`config.mk`:
```
export PLATFORM = sky130hd
export DESIGN_NAME = prbs_ber_meter_flat
export DESIGN_NICKNAME = d
export VERILOG_FILES = /design/src/rtl/prbs_ber_meter_if.sv /design/src/rtl/prbs_ber_meter.sv /design/src/flat_wrapper.sv
export SDC_FILE = /design/constraint.sdc
export NUM_CORES = 1
export LEC_CHECK = 0
export CAP_MARGIN = 5
export CORE_MARGIN = 2
export CORE_UTILIZATION = 58
export CTS_BUF_LIST = sky130_fd_sc_hd__clkbuf_2
export DETAILED_ROUTE_END_ITERATION = 7
export PLACE_DENSITY = 0.82
export SYNTH_ARGS = -nofsm -noshare
export SYNTH_HDL_FRONTEND = slang
export SYNTH_SLANG_ARGS = --single-unit
export TNS_END_PERCENT = 20
```
`constraint.sdc`:
```
create_clock -name clk -period 8.52 [get_ports clk]
set_input_delay 1.704 -clock clk [delete_from_list [all_inputs] [get_ports clk]]
set_output_delay 1.704 -clock clk [all_outputs]
set_load 0.05 [all_outputs]
```
`src/rtl/prbs_ber_meter_if.sv`:
```
// rtl/prbs_ber_meter_if.sv - soft-symbol input stream into the PRBS BER meter
interface prbs_ber_meter_if #(
  parameter int SOFT_W = 5
) ();
  logic              ival;
  logic [SOFT_W-1:0] idat;

  modport master (output ival, idat);
  modport slave  (input  ival, idat);
endinterface

```
`src/rtl/prbs_ber_meter.sv`:
```
// rtl/prbs_ber_meter.sv - self-synchronising PRBS checker with lock tracking and BER counters
// Optional macro PRBS_ERR_INJECT_EN adds the inj port for self-test error injection.
module prbs_ber_meter #(
  parameter int SOFT_W   = 5,
  parameter int CNT_W    = 24,
  parameter int TOT_W    = 32,
  parameter int LOCK_LEN = 32,
  parameter int LOSS_WIN = 64,
  parameter int LOSS_THR = 8
) (
  input  logic             clk,
  input  logic             rst,
  prbs_ber_meter_if.slave  s_in,
  input  logic [1:0]       poly_sel,
  input  logic [CNT_W-1:0] win_len,
  input  logic             clr,
  output logic             locked,
  output logic             bit_err,
  output logic             oval,
  output logic [CNT_W-1:0] n_bits,
  output logic [CNT_W-1:0] n_err,
  output logic [TOT_W-1:0] err_total,
  output logic [7:0]       n_loss
`ifdef PRBS_ERR_INJECT_EN
  ,
  input  logic             inj
`endif
);
  localparam int MW  = $clog2(LOCK_LEN + 1);
  localparam int LBW = $clog2(LOSS_WIN + 1);
  localparam int LEW = $clog2(LOSS_THR + 1);

  typedef enum logic {HUNT, LOCK} state_t;

  state_t           state, state_nx, state_eff;
  logic [30:0]      sreg, sreg_nx;
  logic [1:0]       poly_q;
  logic [4:0]       fill_cnt, fill_nx, order;
  logic [MW-1:0]    match_cnt, match_nx;
  logic [LBW-1:0]   lb_cnt, lb_cnt_nx;
  logic [LEW-1:0]   lb_err, lb_err_nx;
  logic [CNT_W-1:0] win_cnt, win_cnt_nx, win_err, win_err_nx;
  logic [CNT_W-1:0] win_len_q, win_len_q_nx, win_len_eff;
  logic [CNT_W-1:0] n_bits_nx, n_err_nx;
  logic [TOT_W-1:0] err_total_nx;
  logic [7:0]       n_loss_nx;
  logic             bit_err_nx, oval_nx;
  logic             rx, pred, mismatch, poly_chg;
  logic             idat_unused;

`ifdef PRBS_ERR_INJECT_EN
  assign rx = ~s_in.idat[SOFT_W-1] ^ inj;
`else
  assign rx = ~s_in.idat[SOFT_W-1];
`endif
  assign idat_unused = ^s_in.idat[SOFT_W-2:0];
  assign mismatch    = pred != rx;
  assign poly_chg    = poly_sel != poly_q;
  assign locked      = state == LOCK;

  always_comb begin
    order = 5'd7;
    pred  = sreg[6] ^ sreg[5];
    case (poly_sel)
      2'd0: begin order = 5'd7;  pred = sreg[6]  ^ sreg[5];  end
      2'd1: begin order = 5'd15; pred = sreg[14] ^ sreg[13]; end
      2'd2: begin order = 5'd23; pred = sreg[22] ^ sreg[17]; end
      default: begin order = 5'd31; pred = sreg[30] ^ sreg[27]; end
    endcase
  end

  // A polynomial change acts as an immediate return to HUNT with cleared counters,
  // and the bit arriving in the same cycle is already checked against the new polynomial.
  always_comb begin
    state_eff    = poly_chg ? HUNT : state;
    state_nx     = state_eff;
    sreg_nx      = sreg;
    fill_nx      = poly_chg ? '0 : fill_cnt;
    match_nx     = poly_chg ? '0 : match_cnt;
    lb_cnt_nx    = poly_chg ? '0 : lb_cnt;
    lb_err_nx    = poly_chg ? '0 : lb_err;
    win_cnt_nx   = poly_chg ? '0 : win_cnt;
    win_err_nx   = poly_chg ? '0 : win_err;
    win_len_q_nx = win_len_q;
    n_bits_nx    = n_bits;
    n_err_nx     = n_err;
    err_total_nx = err_total;
    n_loss_nx    = n_loss;
    bit_err_nx   = 1'b0;
    oval_nx      = 1'b0;
    win_len_eff  = (win_cnt_nx == '0) ? win_len : win_len_q;

    if (s_in.ival) begin
      if (state_eff == HUNT) begin
        sreg_nx = {sreg[29:0], rx};
        if (fill_nx != order) begin
          fill_nx = fill_nx + 5'd1;
        end else if (mismatch) begin
          match_nx = '0;
        end else if (match_nx == MW'(LOCK_LEN - 1)) begin
          match_nx = '0;
          state_nx = LOCK;
        end else begin
          match_nx = match_nx + MW'(1);
        end
      end else begin
        sreg_nx    = {sreg[29:0], pred};
        bit_err_nx = mismatch;
        if (mismatch && err_total != '1)
          err_total_nx = err_total + TOT_W'(1);
        if (mismatch && lb_err_nx == LEW'(LOSS_THR - 1)) begin
          state_nx   = HUNT;
          fill_nx    = '0;
          match_nx   = '0;
          lb_cnt_nx  = '0;
          lb_err_nx  = '0;
          win_cnt_nx = '0;
          win_err_nx = '0;
          if (n_loss != 8'hFF)
            n_loss_nx = n_loss + 8'd1;
        end else begin
          if (lb_cnt_nx == LBW'(LOSS_WIN - 1)) begin
            lb_cnt_nx = '0;
            lb_err_nx = '0;
          end else begin
            lb_cnt_nx = lb_cnt_nx + LBW'(1);
            lb_err_nx = lb_err_nx + LEW'(mismatch);
          end
          if (win_len_eff != '0) begin
            if (win_cnt_nx == '0)
              win_len_q_nx = win_len;
            if (win_cnt_nx + CNT_W'(1) == win_len_eff) begin
              n_bits_nx  = win_cnt_nx + CNT_W'(1);
              n_err_nx   = win_err_nx + CNT_W'(mismatch);
              oval_nx    = 1'b1;
              win_cnt_nx = '0;
              win_err_nx = '0;
            end else begin
              win_cnt_nx = win_cnt_nx + CNT_W'(1);
              win_err_nx = win_err_nx + CNT_W'(mismatch);
            end
          end
        end
      end
    end
  end

  always_ff @(posedge clk) begin
    if (rst || clr) begin
      state     <= HUNT;
      sreg      <= '0;
      poly_q    <= poly_sel;
      fill_cnt  <= '0;
      match_cnt <= '0;
      lb_cnt    <= '0;
      lb_err    <= '0;
      win_cnt   <= '0;
      win_err   <= '0;
      win_len_q <= '0;
      n_bits    <= '0;
      n_err     <= '0;
      err_total <= '0;
      n_loss    <= '0;
      bit_err   <= 1'b0;
      oval      <= 1'b0;
    end else begin
      state     <= state_nx;
      sreg      <= sreg_nx;
      poly_q    <= poly_sel;
      fill_cnt  <= fill_nx;
      match_cnt <= match_nx;
      lb_cnt    <= lb_cnt_nx;
      lb_err    <= lb_err_nx;
      win_cnt   <= win_cnt_nx;
      win_err   <= win_err_nx;
      win_len_q <= win_len_q_nx;
      n_bits    <= n_bits_nx;
      n_err     <= n_err_nx;
      err_total <= err_total_nx;
      n_loss    <= n_loss_nx;
      bit_err   <= bit_err_nx;
      oval      <= oval_nx;
    end
  end
endmodule

```
`src/flat_wrapper.sv`:
```
// flat-port wrapper written by rule: the top's interface ports become plain ports
module prbs_ber_meter_flat 
#(
  parameter int SOFT_W   = 5,
  parameter int CNT_W    = 24,
  parameter int TOT_W    = 32,
  parameter int LOCK_LEN = 32,
  parameter int LOSS_WIN = 64,
  parameter int LOSS_THR = 8
)
  (clk, rst, poly_sel, win_len, clr, locked, bit_err, oval, n_bits, n_err, err_total, n_loss, s_in_ival, s_in_idat);
  prbs_ber_meter_if #(.SOFT_W(SOFT_W)) s_in_i ();
  input  logic clk;
  input  logic rst;
  input  logic [1:0] poly_sel;
  input  logic [CNT_W-1:0] win_len;
  input  logic clr;
  output logic locked;
  output logic bit_err;
  output logic oval;
  output logic [CNT_W-1:0] n_bits;
  output logic [CNT_W-1:0] n_err;
  output logic [TOT_W-1:0] err_total;
  output logic [7:0] n_loss;
  input wire logic [$bits(s_in_i.ival)-1:0] s_in_ival;
  input wire logic [$bits(s_in_i.idat)-1:0] s_in_idat;
  assign s_in_i.ival = s_in_ival;
  assign s_in_i.idat = s_in_idat;
  prbs_ber_meter #(.SOFT_W(SOFT_W), .CNT_W(CNT_W), .TOT_W(TOT_W), .LOCK_LEN(LOCK_LEN), .LOSS_WIN(LOSS_WIN), .LOSS_THR(LOSS_THR)) u_core (.clk(clk), .rst(rst), .s_in(s_in_i), .poly_sel(poly_sel), .win_len(win_len), .clr(clr), .locked(locked), .bit_err(bit_err), .oval(oval), .n_bits(n_bits), .n_err(n_err), .err_total(err_total), .n_loss(n_loss));
endmodule
```
==> key figures <==
Global route
  – Vias in the first global route: 9,052
  – Largest net degree at the start of global routing: 96
  – GR Overflow Total: 0
  – Antenna violations before repair: 1
  – GRT Total Usage: 26.5%
  – First-pass GRT wire length: 43,300 microns

Die
  – Initial Util: 58.9%
  – Die Y: 139 microns
  – Site Rows: 49
  – Core footprint: 18,000 sq um
  – Top-Level Pins: 126
  – DIE WIDTH: 139 microns
  – Die ar.: 19,400 sq um

Yosys
  – Commonest register cell after synthesis: dfxtp_1
  – Syn Inst Count: 1,246
  – Mapped Area: 10,600 sq um
  – Cell taking the most area after synthesis: dfxtp_1
  – Seq cells post-synth: 218
  – Yosys warnings: 0
  – Syn nets: 1,291
  – Fraction of registers with async set/reset: 0%
  – Seq/Total Area, Yosys: 41.2%
  – Synth Area per Inst: 8.50 sq um
  – Synth cell types: 64
  – EDFF count, synth: 0
  – Synth top area cells: dfxtp_1 (41%), mux2i_1 (11%), nor2_1 (6.9%), xnor2_1 (4.5%), nand2_1 (4.3%)
  – Yosys top cell area share: 41.2%

Place
  – GP Congestion: 0.960
  – Inst Count DP: 1,542
  – IO buf count: 121
  – Post-DP HPWL: 18,300 microns
  – Area post-placement: 11,900 sq um

Routing
  – Vias: 9,554
  – Detail Route Antenna Nets: 0
  – Routed Wire Length: 26,500 microns
  – DR iter-0 viols: 744
  – WL/cell: 16.2 microns
  – DRC errors left: 0
  – Vias per cell: 5.84
  – Router iterations before antenna repair: 7

Critical path
  – Crit-path cells: clkdlybuf4s50_1, xnor2_1, buf_4, nand3_1, ha_1, nor4b_1, and4_1, a22o_1, buf_4, mux2i_1, xnor2_1, or3b_2, or4_1, nor2_1, mux2i_1
  – Largest fanout on the critical path: 19
  – Crit end category: flip-flop
  – Worst Path Arrival: 7.07 ns
  – Slowest cell on the critical path: a22o_1
  – Critical path required time: 9.24 ns
  – Crit path launch type: input port
  – Critical setup path kind: in -> reg
  – Worst path max stage delay: 0.79 ns

STA
  – Clock Skew: 0.0607 ns
  – Worst-margin pin slew: 0.965 ns
  – RSZ-0062 raised after global routing: false
  – Setup violations, final: 0
  – Fmax: 158 MHz
  – Period utilisation layout: 74.5%
  – Min Tclk post-route: 6.35 ns
  – Rel. slew slack: 35.7%
  – Setup TNS: 0 ns
  – Slew Limit Fails: 0
  – Final Hold Vio Count: 0

Clocking
  – Clock Path Buffers: 3
  – Root buffer cell: clkbuf_2
  – Post-CTS Resized: 0
  – CTS sink cnt: 218
  – CTS tree: yes
  – Num CTS Buffers: 55
  – Clk_lat worst skew: 0.84 ns
  – Clock-pin slew on the worst setup and hold paths: 0.09 ns
  – # Post-CTS Setup Buffers: 0
  – Hold Buf Count CTS: 0
  – CTS H-tree lvls: 2

Power and ir drop
  – P_leak: 0.00462 uW
  – Power Density: 145 nW/um^2
  – IR Drop Worst-Case VDD: 0.129 mV

Run status
  – Status: complete, no violations

Finish
  – Area Overhead vs Synth: 17.0%
  – Final #Nets: 1,415
  – Layout cells sized above 1: 7.53%
  – Core Util, Final: 69.0%
  – Final instance area: 12,400 sq um
  – Fin cells: 1,637

Min path
  – Class of the worst hold path: reg -> reg

Flow run
  – MaxCap Viol Count: 0
## where the power goes
group / total, uW / internal, uW / switching [uW]
sequential: 1020 / 1020 / 0.964
clock: 678 / 268 / 411
combinational: 101 / 33.7 / 67.3
## critical path: cells and delay by family
kind | cells | cell delay (ns)
compound gates | 1 | 0.79
xor+xnor | 2 | 0.35
fa+ha+maj | 1 | 0.35
buf+inv | 3 | 1.06
mux | 2 | 0.53
simple gates | 6 | 2.26
## cell type report
class	instances	area (sq um)
Fill cell	1514	5570
Timing Repair Buffer	135	1310
Multi-Input combinational cell	941	5880
Inverter	19	71.3
Tap cell	229	287
Antenna cell	1	2.50
Sequential cell	218	4360
Clock inverter	19	100
Clock buffer	75	375
## through the flow
step                      power (uW)  hold WS, ns  worst slack (ns)
final                           1800        0.449              2.17
after global routing            1880        0.461              1.95
after CTS                       1820        0.445              2.30
after detailed placement        1140        0.429              1.42
after global placement          1140        0.426              1.53
after floorplan                 1100        0.414              1.80
## Yosys cell counts (all sizes together), types with 10 or more instances
master	count
xor2	41
and4	12
nand2	121
inv	19
dfxtp	218
mux2i	113
ha	10
nand2b	13
clkbuf	50
a21oi	42
nor2	195
xnor2	54
or3	18
buf	18
nand4	23
o21ai	44
nor4	26
nand3	64
a22o	18
nor3	24
and3	24
## state kept, by name (all words and copies together) (netlist names), 5 cells and up
signal and flops:
u_core.sreg 31, u_core.lb_cnt 7, u_core.n_err 24, u_core.n_bits 24
u_core.err_total 32, u_core.n_loss 8, u_core.fill_cnt 5, u_core.win_cnt 24
u_core.match_cnt 6, u_core.win_len_q 24, u_core.win_err 24
## layout by cell type, fill, tap and decap left out, types with 9 or more instances in the layout
master,n
a21oi_1,40
a22o_1,18
and3_1,24
and4_1,12
buf_4,14
clkbuf_2,75
clkdlybuf4s50_1,120
clkinv_1,15
dfxtp_1,218
ha_1,10
inv_1,19
mux2i_1,113
nand2_1,121
nand2b_1,13
nand3_1,64
nand4_1,22
nor2_1,194
nor3_1,24
nor4_1,26
o21ai_0,44
or3_1,18
or4_1,9
xnor2_1,54
xor2_1,41
## routing by layer
metal | up-vias | GRT usage (%) | share of wire [%]
met2 | 318 | 43.8 | 48
li1 | 4661 | - | -
met3 | 41 | 5.80 | 6.5
met1 | 4534 | 34.1 | 44
met4 | 0 | 9.73 | 2.0
met5 | - | 0 | 0
## final timing paths
kind | start | endpoint | slack [ns] | depth (start not counted)
max reg2reg | u_core.poly_q[1] | u_core.n_err[10] | 3.35 | 14
max | poly_sel[1] | u_core.n_err[10] | 2.17 | 15
min | u_core.lb_cnt[6] | u_core.lb_cnt[6] | 0.45 | 2
min reg2reg | u_core.lb_cnt[6] | u_core.lb_cnt[6] | 0.45 | 2
## logic make-up (layout without fill, tap and decap cells)
kind of cell | after synthesis | in the layout | share of synthesized area, %
compound gates | 164 | 164 | 10.0
xor+xnor | 95 | 95 | 7.86
fa+ha+maj | 10 | 10 | 1.18
buf+inv | 87 | 248 | 3.33
flops | 218 | 218 | 41.2
mux | 115 | 115 | 11.0
other cells | 0 | 1 | 0
simple gates | 557 | 557 | 25.4
No activity file was read; power rests on OpenSTA's default activity.
